==> src/rtl/loa_accumulator.sv <==
// Streaming signed accumulator using a lower-part-OR approximate adder.
// Define LOA_ACC_SAT_EN to saturate on overflow instead of wrapping.
module loa_accumulator #(
    parameter int IN_W     = 16,
    parameter int ACC_W    = 24,
    parameter int LOW_BITS = 8
) (
    input  logic             clk,
    input  logic             rst_n,
    input  logic             in_valid,
    output logic             in_ready,
    input  logic [IN_W-1:0]  in_data,
    input  logic             in_sub,
    input  logic             in_last,
    output logic             out_valid,
    input  logic             out_ready,
    output logic [ACC_W-1:0] out_data,
    output logic [15:0]      out_count,
    output logic             out_ovf
);

    localparam int HI_W = ACC_W - LOW_BITS;

    typedef enum logic {
        ACC  = 1'b0,
        DONE = 1'b1
    } state_t;

    state_t state, state_nxt;

    logic [ACC_W-1:0] acc;
    logic [ACC_W-1:0] opnd_e;
    logic [ACC_W-1:0] opnd_b;
    logic [ACC_W-1:0] sum;
    logic [ACC_W-1:0] acc_upd;
    logic [HI_W-1:0]  hi_sum;
    logic             lo_carry;
    logic             ovf_hit;
    logic             accept;
    logic             drain;

    assign in_ready  = (state == ACC);
    assign out_valid = (state == DONE);
    assign accept    = in_valid & in_ready;
    assign drain     = out_valid & out_ready;
    assign out_data  = acc;

    // Approximate add: OR in the low part, exact upper part with AND carry-in.
    // The +1 of two's-complement negation is intentionally dropped.
    always_comb begin
        opnd_e   = {{(ACC_W-IN_W){in_data[IN_W-1]}}, in_data};
        opnd_b   = in_sub ? ~opnd_e : opnd_e;
        lo_carry = acc[LOW_BITS-1] & opnd_b[LOW_BITS-1];
        hi_sum   = acc[ACC_W-1:LOW_BITS]
                 + opnd_b[ACC_W-1:LOW_BITS]
                 + HI_W'(lo_carry);
        sum      = {hi_sum, acc[LOW_BITS-1:0] | opnd_b[LOW_BITS-1:0]};
        ovf_hit  = (acc[ACC_W-1] == opnd_b[ACC_W-1])
                && (sum[ACC_W-1] != acc[ACC_W-1]);
        acc_upd  = sum;
`ifdef LOA_ACC_SAT_EN
        if (ovf_hit) begin
            acc_upd = acc[ACC_W-1] ? {1'b1, {(ACC_W-1){1'b0}}}
                                   : {1'b0, {(ACC_W-1){1'b1}}};
        end
`endif
    end

    // Next-state decode: last beat freezes, output handshake returns.
    always_comb begin
        state_nxt = state;
        unique case (state)
            ACC:  if (accept && in_last) state_nxt = DONE;
            DONE: if (drain)             state_nxt = ACC;
            default:                     state_nxt = ACC;
        endcase
    end

    // State register.
    always_ff @(posedge clk or negedge rst_n) begin
        if (!rst_n) state <= ACC;
        else        state <= state_nxt;
    end

    // Datapath registers: update on accept, clear on output handshake.
    always_ff @(posedge clk or negedge rst_n) begin
        if (!rst_n) begin
            acc       <= '0;
            out_count <= '0;
            out_ovf   <= 1'b0;
        end else if (drain) begin
            acc       <= '0;
            out_count <= '0;
            out_ovf   <= 1'b0;
        end else if (accept) begin
            acc <= acc_upd;
            if (out_count != 16'hFFFF) out_count <= out_count + 16'd1;
            if (ovf_hit) out_ovf <= 1'b1;
        end
    end

endmodule

==> config.mk <==
export PLATFORM = sky130hd
export DESIGN_NAME = loa_accumulator
export DESIGN_NICKNAME = d
export VERILOG_FILES = /design/src/rtl/loa_accumulator.sv
export SDC_FILE = /design/constraint.sdc
export NUM_CORES = 1
export LEC_CHECK = 0
export CAP_MARGIN = 30
export CORE_MARGIN = 1
export CORE_UTILIZATION = 51
export DETAILED_ROUTE_END_ITERATION = 16
export PLACE_DENSITY = 0.81
export SYNTH_ARGS = -nofsm -noshare
export SYNTH_HDL_FRONTEND = slang
export SYNTH_SLANG_ARGS = --single-unit
==> constraint.sdc <==
create_clock -name clk -period 3.1 [get_ports clk]
set_input_delay 0.31 -clock clk [delete_from_list [all_inputs] [get_ports clk]]
set_output_delay 0.31 -clock clk [all_outputs]
set_load 0.05 [all_outputs]
======== Yosys cells after proc, flatten, opt, wreduce, memory -nomap -nowiden ========
Cells that the tools add are included.
word-level totals
  flip-flop bits (word level) ............. 42
  bits of input ports ..................... 22
  word-level logic and storage cells ...... 35
operators by class
  add/subtract/negate cells ............... 3
  equal/unequal tests ..................... 3
  multiplexer cells ....................... 12
  bitwise logic cells ..................... 6
  reduce and logical (&&, ||, !) cells .... 7
operators by type and width
  cell                                                              count
  24-bit two-way mux                                                3
  16-bit two-way mux                                                3
  24-bit inverter                                                   1
  16-bit by 1-bit adder with 16-bit output                          1
  16-bit by 1-bit adder with 16-bit output (second input constant)  1
  16-bit adder                                                      1
  16-bit inequality test (second input constant)                    1
  8-bit bitwise OR                                                  1
  2-bit nonzero test                                                3
  1-bit two-way mux                                                 5
  2-bit AND reduction                                               2
  1-bit bitwise AND                                                 3
  1-bit logical AND                                                 2
  1-bit one-hot mux with 2 select lines                             1
  1-bit equality test                                               1
  1-bit inequality test                                             1
  1-bit inverter                                                    1

======== Logic depth before layout (Yosys ltp) ========
  depth after elaboration ................. 9
  gate-level depth with buffers ........... 11
  gate-level depth less buffers ........... 10

======== Least setup slack after synthesis ========
OpenSTA, ideal clock, no wires.
  kind .................................... input to register
  start ................................... input port in_sub
  end ..................................... register acc[20] (netlist: out_data[20])
  library setup time ...................... 99 ps
  data arrival time ....................... 2,621 ps
  setup slack ............................. 380 ps
  stages .................................. 11
  cells stage by stage .................... buf_4 buf_2 xnor2_1 fa_1 fa_1 nor2b_1 o21a_1 o21ai_2 a211oi_2 nor3_1 a311oi_1
between the ends
  word-level cells in the longest chain between the ends .. 5
RTL lines
  item                                                      line    source
  start: declaration                                        13      input logic in_sub,
  24-bit two-way mux *                                      52      opnd_b = in_sub ? ~opnd_e : opnd_e;
  16-bit adder / 1-bit bitwise AND (equally long branches)  55, 53
  16-bit by 1-bit adder with 16-bit output *                56      + HI_W'(lo_carry);
  24-bit two-way mux *                                      95      end else if (accept) begin
  24-bit two-way mux *                                      91      end else if (drain) begin
  end signal: assignment                                    96      acc <= acc_upd;
  end: declaration                                          31      logic [ACC_W-1:0] acc;
Every way passes the cells marked *; elsewhere a longest branch is shown, timed or not. The select of a mux whose other input is x is not followed.
A chain may end at the register's enable or synchronous reset.

======== Worst setup path in the final report ========
  start ................................... input port in_sub
  end ..................................... register acc[18] (netlist: out_data[18])
The elaborated chain is that of the path after synthesis.

==> flow_summary.toml <==
[die]
die_y_um = 76.5
die_x_um = 76.5
pin_count = 65
die_area_um2 = 5850
fp.coreArea_um2 = 5240
start_util = 0.541
rows = 26

[power]
ir_drop_mv = 0.561
power_per_cell_area_nw_per_um2 = 884
power_mw = 3.32
power.leakage_nw = 1.58

[global_routing]
grt_pass1_vias = 2611
grt_max_degree = 43
grt-ovfl-total = 0
antenna_found_initial = 0
grt_pass1_wl_um = 12300
grt_use_total = 0.261

[min_path]
holdCritPathClass = "in2async"

[logic_synthesis]
ys_seq_area_frac = 0.371
synthFlopType = "dfrtp_1"
ys_types = 55
synthesis.nets = 347
syn_area_per_cell_um2 = 9.19
synth-edff-count = 0
ys_warn_count = 0
ys_ff_latch = 42
synthArstFlopShare = 1.00
netlist_area_um2 = 2830
syn_inst = 308

[layout]
drive_above_1_share = 0.102
most-common-layout-cells = "clkdlybuf4s50_1 (63), dfrtp_1 (42), nand2_1 (34)"
postLayoutCoreUtil = 0.716
layout_commonest_cell = "clkdlybuf4s50_1"
syn2layout_area_growth_pct = 32.4
fillers = 414
fin_cells = 454
multiInputGateArea_um2 = 1710
final_nets = 422
antenna_cells = 0
seq_area_um2 = 1050

[sta]
hold_slack_ns = 0.439
fin_worst_skew_ns = 0.00581
max_freq_mhz = 350
hold_violations = 0
worst_pin_slew_ns = 0.691
final_max_slew_viol_count = 0
fin_crit_ns = 2.86
relSlewSlack = 0.538
fin_crit_sh = 0.922
final.setup.tns_ns = 0
rsz0062_at_grt = "false"
setup-violations-final = 0

[setup_path]
crit_required_ns = 3.30
worstPathCellList = "clkdlybuf4s50_1, xor2_1, nand2_1, fa_1, fa_1, nor2b_1, o21a_1, o21ai_2, a21oi_1, a311oi_1, o41ai_1"
start_kind = "primary input"
ff2ff_setup_slack_ns = 0.63
crit_path_max_fanout = 4
slowest_delay_ns = 0.55
crit_end = "out_data[18]$_DFFE_PN0P_"
path_class = "in2reg"
reg2reg_depth = 9
r2r_start = "out_data[8]$_DFFE_PN0P_"
timing.rr.end = "out_data[18]$_DFFE_PN0P_"
crit_path_end_kind = "flip-flop"
path_common_cell = "fa_1"
crit_slowest_cell = "clkdlybuf4s50_1"
critPathArrivalTime_ns = 3.05
worstSetupStartpoint = "in_sub"

[run]
cap_violations = 0

[cts]
clkTransAtPathRegs_ns = 0.09
cts_root_buf = "clkbuf_8"
clk_latency_ns = 0.30
cts_max_path_buffers = 2
cts_tree = "done"
cts_buffers = 5
cts.sinks = 42
htree_levels = 2
post_cts_buffers = 0

[routing]
routed_via_density = 5.69
final_antenna_net_count = 0
first_iter_violations = 161
via_count = 2584
first_pass_iters = 4
wirelength_um = 6950
routedWlPerCell_um = 15.3
drt_drc_violations_left = 0

[run_status]
status = "completed"

[placement]
gp_congestion = 0.831
dp_cells = 444
hpwlAfterDp_um = 5210
io_buffers = 64
[routing by layer]
metal,global-route usage,part of all wire,vias to the layer above
li1,-,-,1242
met1,0.329,0.43,1264
met2,0.451,0.51,72
met3,0.0551,0.052,6
met4,0.0654,0.0082,0
met5,0,0,-
[cells by family after synthesis]
family	Yosys count	share of synthesized area
buf+inv	20	0.0292
simple gates	113	0.199
compound gates	77	0.196
flops	42	0.371
xor+xnor	37	0.117
mux	2	0.00707
fa+ha+maj	17	0.0804
[area by class of cell]
cell class,instances,share of cell area
clock inverter,3,0.00634
multi-input combinational,246,0.455
clock buffer,5,0.0184
sequential,42,0.280
tap,70,0.0234
timing repair buffer,80,0.209
inverter,8,0.00801
[stage by stage]
stage	instance area, µm²	setup slack, ns
5_1_grt	3750	0.0291
4_1_cts	3710	0.213
3_5_place_dp	3620	-0.0904
3_3_place_gp	3610	0.0129
6_report	3750	0.243
2_1_floorplan	2830	0.380
[where the power goes]
group          total (mW)  switching [mW]  internal (mW)
registers           0.837           0.139          0.698
clock network       0.376           0.215          0.161
logic                2.10            1.29          0.815
total                3.32            1.64           1.67
[critical path: cells and delay by family]
kind / cells / cell delay (ns)
buffers and inverters: 1 / 0.55
adder cells (fa/ha/maj): 2 / 0.83
AND/OR/NAND/NOR: 2 / 0.25
XOR/XNOR: 1 / 0.21
AO/OA/AOI/OAI: 5 / 0.90
[repair_timing]
action                     CTS  global route
resized for setup            0             1
setup endpoints to repair    0             1
hold buffers                 0             1
hold endpoints to repair     0            12
[cells in the mapped netlist, types with 3 or more instances]
master     n  area (µm²)
dfrtp_1   42        1050
nand2_1   34         128
nor2_1    28         105
o21ai_0   23         115
xnor2_1   18         158
xor2_1    18         158
ha_1      15         188
a21oi_1   13        65.1
nand3_1   12        60.1
clkbuf_1   8        30.0
inv_1      8        30.0
nand4_1    8        50.1
nor3_1     7        35.0
a211oi_1   6        45.0
o21a_1     5        37.5
and2_1     4        25.0
nand2b_1   4        25.0
a311oi_1   3        26.3
buf_2      3        15.0
o211ai_1   3        22.5
[how the worst min path moves through the flow]
stage / start / endpoint / slack, ns / depth (start not counted)
after global placement: out_data[2]$_DFFE_PN0P_ / out_data[2]$_DFFE_PN0P_ / 0.46 / 2
after floorplan: rst_n / out_count[0]$_DFFE_PN0P_ / 0.01 / 0
final: rst_n / out_data[13]$_DFFE_PN0P_ / 0.44 / 2
after detailed placement: out_data[1]$_DFFE_PN0P_ / out_data[1]$_DFFE_PN0P_ / 0.48 / 2
after global routing: rst_n / out_data[13]$_DFFE_PN0P_ / 0.46 / 2
after CTS: rst_n / out_data[17]$_DFFE_PN0P_ / 0.19 / 1
[registers in the layout, indices dropped and copies added (netlist names)]
signal	flops
out_data	24
out_count	16
out_ovf	1
out_valid	1
Power figures use the tool's default switching activity.
